[src/rtl/mem_pair_add_seq.sv]
`default_nettype none
// ============================================================================
// Module   : mem_pair_add_seq
// Brief    : Single-clock sequencer for the two-memory add datapath. On start,
//            reads NUM_PAIRS operand pairs from consecutive source RAM
//            addresses and writes each pair's sum to consecutive result RAM
//            addresses. A one-cycle done pulse marks the end of the run.
// Options  : MEM_PAIR_ADD_SAT_EN - saturate the DW-bit sum instead of
//            carrying into bit DW, and add a sticky sat_flag output.
// Revision : 1.0 - initial release
// ============================================================================
module mem_pair_add_seq #(
  parameter int SRC_AW    = 3,
  parameter int DST_AW    = 3,
  parameter int DW        = 8,
  parameter int RD_LAT    = 1,
  parameter int NUM_PAIRS = 4
) (
  input  logic              clk,
  input  logic              reset_n,
  input  logic              start,
  output logic              busy,
  output logic              done,
  output logic              src_en,
  output logic [SRC_AW-1:0] src_addr,
  input  logic [DW-1:0]     src_dout,
  output logic              dst_en,
  output logic              dst_we,
  output logic [DST_AW-1:0] dst_addr,
  output logic [DW:0]       dst_din,
  output logic [DST_AW:0]   pair_cnt
`ifdef MEM_PAIR_ADD_SAT_EN
  ,
  output logic              sat_flag
`endif
);

  // Last value of the wait counter: operand data is valid on this cycle.
  localparam logic [1:0]      C_WAIT_LAST = 2'(RD_LAT - 1);
  // pair_cnt value (before increment) on the final write of a run.
  localparam logic [DST_AW:0] C_LAST_PAIR = (DST_AW + 1)'(NUM_PAIRS - 1);

  typedef enum logic [2:0] {
    S_IDLE   = 3'd0,
    S_RD_A   = 3'd1,
    S_WAIT_A = 3'd2,
    S_RD_B   = 3'd3,
    S_WAIT_B = 3'd4,
    S_WRITE  = 3'd5,
    S_FIN    = 3'd6
  } state_t;

  state_t              state_q,    state_d;
  logic [SRC_AW-1:0]   src_ptr_q,  src_ptr_d;
  logic [DST_AW-1:0]   dst_ptr_q,  dst_ptr_d;
  logic [DW-1:0]       a_q,        a_d;
  logic [DW-1:0]       b_q,        b_d;
  logic [DST_AW:0]     pair_cnt_q, pair_cnt_d;
  logic [1:0]          wait_cnt_q, wait_cnt_d;
  // Hold registers so dst_addr/dst_din keep their last written value.
  logic [DST_AW-1:0]   dst_addr_q, dst_addr_d;
  logic [DW:0]         dst_din_q,  dst_din_d;

  logic [DW:0]         sum_full;
  logic [DW:0]         wr_data;
  logic                sum_ovf;

  // Full-width sum of the two captured operands; never loses the carry.
  always_comb begin
    sum_full = {1'b0, a_q} + {1'b0, b_q};
    sum_ovf  = sum_full[DW];
  end

`ifdef MEM_PAIR_ADD_SAT_EN
  logic sat_flag_q, sat_flag_d;

  // Clamp to the largest DW-bit value when the carry is set.
  always_comb begin
    wr_data = sum_ovf ? {1'b0, {DW{1'b1}}} : sum_full;
  end

  assign sat_flag = sat_flag_q;
`else
  // Carry is kept in bit DW of the result word.
  always_comb begin
    wr_data = sum_full;
  end
`endif

  // State and datapath registers; async reset returns everything to idle/zero.
  always_ff @(posedge clk or negedge reset_n) begin
    if (!reset_n) begin
      state_q    <= S_IDLE;
      src_ptr_q  <= '0;
      dst_ptr_q  <= '0;
      a_q        <= '0;
      b_q        <= '0;
      pair_cnt_q <= '0;
      wait_cnt_q <= '0;
      dst_addr_q <= '0;
      dst_din_q  <= '0;
`ifdef MEM_PAIR_ADD_SAT_EN
      sat_flag_q <= 1'b0;
`endif
    end else begin
      state_q    <= state_d;
      src_ptr_q  <= src_ptr_d;
      dst_ptr_q  <= dst_ptr_d;
      a_q        <= a_d;
      b_q        <= b_d;
      pair_cnt_q <= pair_cnt_d;
      wait_cnt_q <= wait_cnt_d;
      dst_addr_q <= dst_addr_d;
      dst_din_q  <= dst_din_d;
`ifdef MEM_PAIR_ADD_SAT_EN
      sat_flag_q <= sat_flag_d;
`endif
    end
  end

  // Next-state and datapath update: one read per operand, then one write.
  always_comb begin
    state_d    = state_q;
    src_ptr_d  = src_ptr_q;
    dst_ptr_d  = dst_ptr_q;
    a_d        = a_q;
    b_d        = b_q;
    pair_cnt_d = pair_cnt_q;
    wait_cnt_d = wait_cnt_q;
    dst_addr_d = dst_addr_q;
    dst_din_d  = dst_din_q;
`ifdef MEM_PAIR_ADD_SAT_EN
    sat_flag_d = sat_flag_q;
`endif

    unique case (state_q)
      S_IDLE: begin
        // start is only looked at here, so a held start cannot restart a run.
        if (start) begin
          src_ptr_d  = '0;
          dst_ptr_d  = '0;
          pair_cnt_d = '0;
`ifdef MEM_PAIR_ADD_SAT_EN
          sat_flag_d = 1'b0;
`endif
          state_d    = S_RD_A;
        end
      end

      S_RD_A: begin
        wait_cnt_d = '0;
        state_d    = S_WAIT_A;
      end

      S_WAIT_A: begin
        if (wait_cnt_q == C_WAIT_LAST) begin
          a_d     = src_dout;
          state_d = S_RD_B;
        end else begin
          wait_cnt_d = wait_cnt_q + 2'd1;
        end
      end

      S_RD_B: begin
        wait_cnt_d = '0;
        state_d    = S_WAIT_B;
      end

      S_WAIT_B: begin
        if (wait_cnt_q == C_WAIT_LAST) begin
          b_d     = src_dout;
          state_d = S_WRITE;
        end else begin
          wait_cnt_d = wait_cnt_q + 2'd1;
        end
      end

      S_WRITE: begin
        dst_addr_d = dst_ptr_q;
        dst_din_d  = wr_data;
        // Pointers wrap silently at the top of their address range.
        src_ptr_d  = src_ptr_q + SRC_AW'(2);
        dst_ptr_d  = dst_ptr_q + DST_AW'(1);
        pair_cnt_d = pair_cnt_q + (DST_AW + 1)'(1);
`ifdef MEM_PAIR_ADD_SAT_EN
        if (sum_ovf) begin
          sat_flag_d = 1'b1;
        end
`endif
        state_d = (pair_cnt_q == C_LAST_PAIR) ? S_FIN : S_RD_A;
      end

      S_FIN: begin
        state_d = S_IDLE;
      end

      default: begin
        state_d = S_IDLE;
      end
    endcase
  end

  // Outputs decoded from the current state so reset clears them immediately.
  always_comb begin
    busy     = (state_q != S_IDLE);
    done     = (state_q == S_FIN);
    src_en   = (state_q == S_RD_A) || (state_q == S_RD_B);
    dst_en   = (state_q == S_WRITE);
    dst_we   = (state_q == S_WRITE);
    pair_cnt = pair_cnt_q;

    src_addr = '0;
    if (state_q == S_RD_A) begin
      src_addr = src_ptr_q;
    end else if (state_q == S_RD_B) begin
      src_addr = src_ptr_q + SRC_AW'(1);
    end

    // Outside WRITE the result bus shows the last written address/data.
    if (state_q == S_WRITE) begin
      dst_addr = dst_ptr_q;
      dst_din  = wr_data;
    end else begin
      dst_addr = dst_addr_q;
      dst_din  = dst_din_q;
    end
  end

endmodule
`default_nettype wire

[config.mk]
export PLATFORM = sky130hd
export DESIGN_NAME = mem_pair_add_seq
export DESIGN_NICKNAME = d
export VERILOG_FILES = /design/src/rtl/mem_pair_add_seq.sv
export SDC_FILE = /design/constraint.sdc
export NUM_CORES = 1
export LEC_CHECK = 0
export ABC_AREA = 1
export CORE_ASPECT_RATIO = 1.75
export CORE_MARGIN = 5
export CORE_UTILIZATION = 55
export DETAILED_ROUTE_END_ITERATION = 7
export PLACE_DENSITY = 0.79
export SLEW_MARGIN = 10
export SYNTH_ARGS = -nofsm -noshare
export SYNTH_HDL_FRONTEND = slang
export SYNTH_SLANG_ARGS = --single-unit
[constraint.sdc]
create_clock -name clk -period 3.7 [get_ports clk]
set_clock_uncertainty 0.2 [all_clocks]
set_input_delay 0.925 -clock clk [delete_from_list [all_inputs] [get_ports clk]]
set_output_delay 0.925 -clock clk [all_outputs]
set_load 0.01 [all_outputs]
==> impl_metrics.py, run 1 <==
metrics = {
    "run_status": {
        "status": "complete, no violations",
    },
    "final_layout": {
        "antenna_cells": 0,
        "utilization_pct": 67.6,
        "nNetsFinal": 308,
        "drive_above_1_share_pct": 8.04,
        "areaGrowthSynthToFinish_pct": 20.9,
    },
    "global_route": {
        "grt_pass1_vias": 1627,
        "grt_usage_pct": 16.8,
        "grt_first_pass_wirelength_mm": 6.93,
        "grt_overflow": 0,
        "grt_start_max_net_pins": 43,
        "antenna_found_initial": 0,
    },
    "logic_synthesis": {
        "ys_warn_count": 0,
        "synthesis.area_um2": 2140,
        "synthXorXnorAreaFrac_pct": 0.818,
        "ys_types": 33,
        "synth-edff-count": 0,
        "netlist.area_leader.share_pct": 49.1,
        "synth_seq_cells": 42,
        "postSynthAreaPerCell_um2": 8.60,
        "synthMuxAreaShare_pct": 0,
        "synth_top_family_by_area": "simple AND/OR/NAND/NOR gates",
        "ys_top_cells_by_count": "64 x nand2_1, 42 x dfrtp_1, 30 x inv_1",
        "yosysSeqAreaShare_pct": 49.1,
        "synth_compound_area_share_pct": 9.59,
        "yosysMostFrequentCell": "nand2_1",
        "synthFlopType": "dfrtp_1",
        "synthSimpleGateAreaFrac_pct": 24.6,
        "syn_nets": 272,
        "syn_inst": 249,
        "synth.area.top_cells": "dfrtp_1 49%, nand2_1 11%, ha_1 6.4%",
        "synth-async-reset-ratio_pct": 100,
        "synth-adder-area-share_pct": 7.36,
        "synth_top_area_cell": "dfrtp_1",
    },
    "timing": {
        "worst_pin_slew_ns": 0.923,
        "max_freq_mhz": 292,
        "fin_crit_sh_pct": 92.7,
        "setup_slack_ns": 0.271,
        "hold_violations": 0,
        "max_slew_margin_pct": 38.5,
        "slew_viol_final": 0,
        "setup_tns_ns": 0,
        "setup_viol": 0,
        "rsz0062_at_grt": "no",
        "period_needed_ns": 3.43,
    },
    "floorplanning": {
        "start_util_pct": 55.9,
        "dieArea_um2": 5290,
        "die_w_um": 57.2,
        "dieHeight_um": 92.5,
        "num_rows": 30,
        "io_pins": 35,
        "core_um2": 3830,
    },
    "critical_path": {
        "reg2reg_slack_ns": 1.89,
        "end_kind": "output port",
        "cp.arrival_ns": 2.30,
        "cpPeakStageDelay_ns": 0.54,
        "startpoint_type": "flop",
        "critPathRequiredTime_ns": 2.57,
        "r2r-end": "dst_din_q[6]$_DFF_PN0_",
        "crit_chain": "ha_1, inv_1, fa_1, inv_1, nand2_1, nand2_1, nand3_1, nand3b_1, nand3_1, nand2_1, clkdlybuf4s50_1",
        "crit_top_cell": "nand2_1",
        "cp_slowest_cell": "clkdlybuf4s50_1",
        "worstSetupPathType": "reg2out",
        "reg2reg_depth": 11,
        "r2r_start": "a_q[0]$_DFFE_PN0P_",
        "cp_max_fo": 2,
    },
    "worst_hold_path": {
        "min_to": "src_ptr_q[2]$_DFFE_PN0P_",
        "whs_path_depth": 1,
        "min_path_type": "reg2reg",
        "holdCritStartpoint": "src_ptr_q[2]$_DFFE_PN0P_",
    },
    "power_and_ir_drop": {
        "power_density_nw_per_um2": 881,
        "vdd_drop_max_v": 0.000546,
        "p_leak_nw": 1.33,
    },
    "clock_network": {
        "clock_path_buffers": 2,
        "root_buffer": "clkbuf_8",
        "htree_levels": 2,
        "clk_pin_slew_ns": 0.07,
        "post_cts_buffers": 0,
        "cts_buffers": 5,
        "clock_latency_ns": 0.29,
        "clock_sinks": 42,
        "cts_tree": "built",
    },
    "placed_design": {
        "place_ws_ns": 0.405,
        "io_buffer_count": 34,
        "gp_congestion": 0.734,
        "dp_hpwl_mm": 3.09,
    },
    "detailed_routing": {
        "viasPerCell": 5.08,
        "drt_iter0_drc": 38,
        "routed_wl_mm": 4.04,
        "ant_nets": 0,
        "vias": 1698,
        "drc": 0,
        "wl_per_cell_um": 12.1,
        "first_pass_iters": 4,
    },
    "run": {
        "drv_cap": 0,
    },
}
==> cell families after synthesis <==
| group | count (synthesis) |
|---|---|
| flops | 42 |
| fa+ha+maj | 12 |
| compound gates | 39 |
| simple gates | 113 |
| buf+inv | 41 |
| xor+xnor | 2 |
==> cell usage in the layout (no fill, tap or decap), types with 4 or more instances in the layout <==
master / instances
nand2_1: 64
inv_1: 30
nor2_1: 11
a21oi_1: 6
dfrtp_1: 42
ha_1: 11
clkbuf_8: 6
o21ai_0: 16
clkdlybuf4s50_1: 31
inv_2: 5
o21ai_1: 12
nand3_1: 20
nand3b_1: 4
==> power breakdown <==
group / switching (mW) / leakage (nW) / internal [mW] / total, mW
Combinational: 0.661 / 0.743 / 0.539 / 1.20
Clock: 0.149 / 0.0482 / 0.150 / 0.299
Sequential: 0.122 / 0.534 / 0.659 / 0.782
==> worst max path at each step <==
stage	slack (ns)	endpoint	start
floorplan	0.99	dst_din[8]	a_q[0]$_DFFE_PN0P_
global placement	0.44	dst_din[8]	a_q[0]$_DFFE_PN0P_
detailed placement	0.41	dst_din[8]	a_q[0]$_DFFE_PN0P_
CTS	0.07	dst_din[8]	a_q[0]$_DFFE_PN0P_
global route	0.07	dst_din[6]	a_q[0]$_DFFE_PN0P_
finish	0.27	dst_din[6]	a_q[0]$_DFFE_PN0P_
==> layer usage <==
layer | track usage, % | part of all wire, %
met5 | 0 | 0
met4 | 8.51 | 2.2
met3 | 3.63 | 2.8
met2 | 30.6 | 55
met1 | 17.4 | 40
==> sequential cells by signal (all words and copies together), names as in the netlist <==
register and flops:
pair_cnt 4, dst_addr_q 3, dst_din_q 9, a_q 8
wait_cnt_q 2, state_q 3, src_ptr_q 2, b_q 8
dst_ptr_q 3
==> area by class of cell <==
cell class	count	area, um2
Multi-Input combinational cell	166	907
Fill cell	341	1240
Timing Repair Buffer	35	348
Clock buffer	7	86.3
Clock inverter	1	5.00
Sequential cell	42	1050
Tap cell	48	60.1
Inverter	35	131
==> worst max-delay path: cells and delay by family (launching register included) <==
kind | cells | cell delay [ns]
fa+ha+maj | 2 | 0.56
flops | 1 | 0.35
simple gates | 6 | 0.44
buf+inv | 3 | 0.67
==> through the flow <==
stage,power [mW],hold WS [ns],std cells,cell area [um2]
floorplan,1.60,0.232,249,2140
global placement,1.97,0.249,326,2490
detailed placement,2.01,0.252,326,2490
CTS,2.31,0.263,334,2580
global route,2.49,0.281,334,2590
finish,2.28,0.259,334,2590
==> what timing repair did <==
action / in CTS / in global routing
gates resized for setup: 0 / 3
endpoints found under the setup margin: 0 / 2
hold buffers: 0 / 0
Note: power is estimated with default switching activity, not from simulation.
==> run 2, diff against run 1 <==
Settings changed: CORE_UTILIZATION 55 to 28, PLACE_DENSITY 0.79 to 0.44.
==> run 2 against run 1 <==
  * Clock-buffer cell count fell by 1
  * Critical path depth is the same
  * Largest power group unchanged
  * Sequential power about the same
  * First-iteration DRC count up 55%
  * Hold slack improved by 0.011 ns
  * Final cell count grew 12%
==> impl_metrics.py, run 2 (synthesis results as in run 1) <==
metrics = {
    "run_status": {
        "status": "complete, no violations",
    },
    "detailed_routing": {
        "routed_wl_mm": 4.66,
        "first_pass_iters": 4,
        "wl_per_cell_um": 12.5,
        "viasPerCell": 4.39,
        "ant_nets": 0,
        "vias": 1641,
        "drt_iter0_drc": 59,
        "drc": 0,
    },
    "power_and_ir_drop": {
        "power_density_nw_per_um2": 896,
        "p_leak_nw": 1.33,
        "power_mw": 2.41,
        "vdd_drop_max_v": 0.000254,
    },
    "worst_hold_path": {
        "holdCritStartpoint": "src_ptr_q[2]$_DFFE_PN0P_",
        "min_path_type": "reg2reg",
        "whs_path_depth": 1,
        "min_to": "src_ptr_q[2]$_DFFE_PN0P_",
    },
    "critical_path": {
        "startpoint_type": "flop",
        "cp_max_fo": 2,
        "reg2reg_slack_ns": 1.83,
        "reg2reg_depth": 11,
        "cp_slowest_cell": "clkdlybuf4s50_1",
        "startpoint": "a_q[0]$_DFFE_PN0P_",
        "r2r_start": "a_q[0]$_DFFE_PN0P_",
        "critPathRequiredTime_ns": 2.57,
        "crit_family": "buffers and inverters",
        "r2r-end": "dst_din_q[6]$_DFF_PN0_",
        "path_buf_inv": 3,
        "cp.arrival_ns": 2.36,
        "crit_chain": "ha_1, inv_1, fa_1, inv_1, nand2_1, nand2_1, and2_1, or2_0, nand3_1, nand2_1, clkdlybuf4s50_1",
        "worstSetupPathType": "reg2out",
        "crit_top_cell": "nand2_1",
        "cpPeakStageDelay_ns": 0.54,
        "end_kind": "output port",
    },
    "final_layout": {
        "drive_above_1_share_pct": 8.04,
        "final_cell_mix": "64 x nand2_1, 42 x dfrtp_1, 32 x clkdlybuf4s50_1, 30 x inv_1, 20 x nand3_1",
        "layout_commonest_cell": "nand2_1",
        "stdcell_area_um2": 2690,
        "areaGrowthSynthToFinish_pct": 25.6,
        "nNetsFinal": 309,
        "largest_reg_flops": 9,
        "top_register": "dst_din_q",
        "antenna_cells": 0,
        "reg_top3": "dst_din_q x9, a_q x8, b_q x8",
        "instances_no_fill": 374,
    },
    "timing": {
        "max_slew_margin_pct": 36.3,
        "setup_viol": 0,
        "hold_violations": 0,
        "max_freq_mhz": 287,
        "period_needed_ns": 3.49,
        "setup_tns_ns": 0,
        "slew_viol_final": 0,
        "rsz0062_at_grt": "no",
        "fin_crit_sh_pct": 94.3,
        "worst_pin_slew_ns": 0.955,
    },
    "clock_network": {
        "post_cts_buffers": 0,
        "clk_pin_slew_ns": 0.06,
        "clock_path_buffers": 2,
        "root_buffer": "clkbuf_16",
        "clock_sinks": 42,
        "htree_levels": 2,
        "clock_latency_ns": 0.27,
        "cts_tree": "built",
        "cts_buffers": 5,
    },
    "placed_design": {
        "dp_hpwl_mm": 3.54,
        "placed_area_um2": 2550,
        "gp_congestion": 0.725,
        "io_buffer_count": 34,
        "place_inst": 367,
    },
    "run": {
        "drv_cap": 0,
    },
    "floorplanning": {
        "dieHeight_um": 126,
        "start_util_pct": 28.5,
        "num_rows": 42,
        "dieArea_um2": 9560,
        "die_w_um": 76.1,
        "core_um2": 7510,
        "io_pins": 35,
    },
    "global_route": {
        "antenna_found_initial": 0,
        "grt_pass1_vias": 1635,
        "grt_first_pass_wirelength_mm": 7.96,
        "grt_start_max_net_pins": 43,
        "grt_overflow": 0,
        "grt_usage_pct": 10.2,
    },
}
## run 2: worst max-delay path by stage
stage                 end  slack (ns)  cells after the start
6_report       dst_din[4]        0.21                     11
5_1_grt        dst_din[4]        0.04                     11
4_1_cts        dst_din[8]        0.02                     11
3_5_place_dp   dst_din[8]        0.32                     11
3_3_place_gp   dst_din[8]        0.34                     11
2_1_floorplan  dst_din[8]        0.99                     10
## run 2: worst reg2reg max path, delay by kind of cell (launching register included)
kind	cells	cell delay (ns)
DFF	1	0.35
and+or+nand+nor	7	0.51
adders and majority gates	2	0.57
buffers and inverters	2	0.13
## run 2: power breakdown
part	internal [mW]	switching, mW
clock network	0.246	0.164
logic	0.544	0.676
registers	0.660	0.120
## run 2: layout make-up
class | count | area [um2]
Multi-Input combinational cell | 166 | 907
Timing Repair Buffer | 36 | 353
Clock buffer | 6 | 129
Tap cell | 88 | 110
Clock inverter | 1 | 7.51
Sequential cell | 42 | 1050
Inverter | 35 | 131
Fill cell | 798 | 4830
## run 2: per-stage QoR
| step | hold slack (ns) | utilization [%] | worst slack (ns) |
|---|---|---|---|
| 6_report | 0.271 | 35.8 | 0.212 |
| 5_1_grt | 0.308 | 35.8 | 0.0382 |
| 4_1_cts | 0.266 | 35.7 | 0.0187 |
| 3_5_place_dp | 0.259 | 33.9 | 0.322 |
| 3_3_place_gp | 0.256 | 33.9 | 0.340 |
| 2_1_floorplan | 0.232 | - | 0.990 |
## run 2: routing by layer
metal / wire [um] / share of wire (%) / GRT usage, %
met5: 0 / 0 / 0
met4: 63 / 1.4 / 4.33
met3: 151 / 3.2 / 1.71
met2: 2570 / 55 / 18.9
met1: 1880 / 40 / 11.3
## run 2: what timing repair did
item                                    4_1_cts  5_1_grt
endpoints found under the setup margin        0        1
endpoints found under the hold margin         0        0
hold buffers                                  0        0
gates resized for setup                       0        2
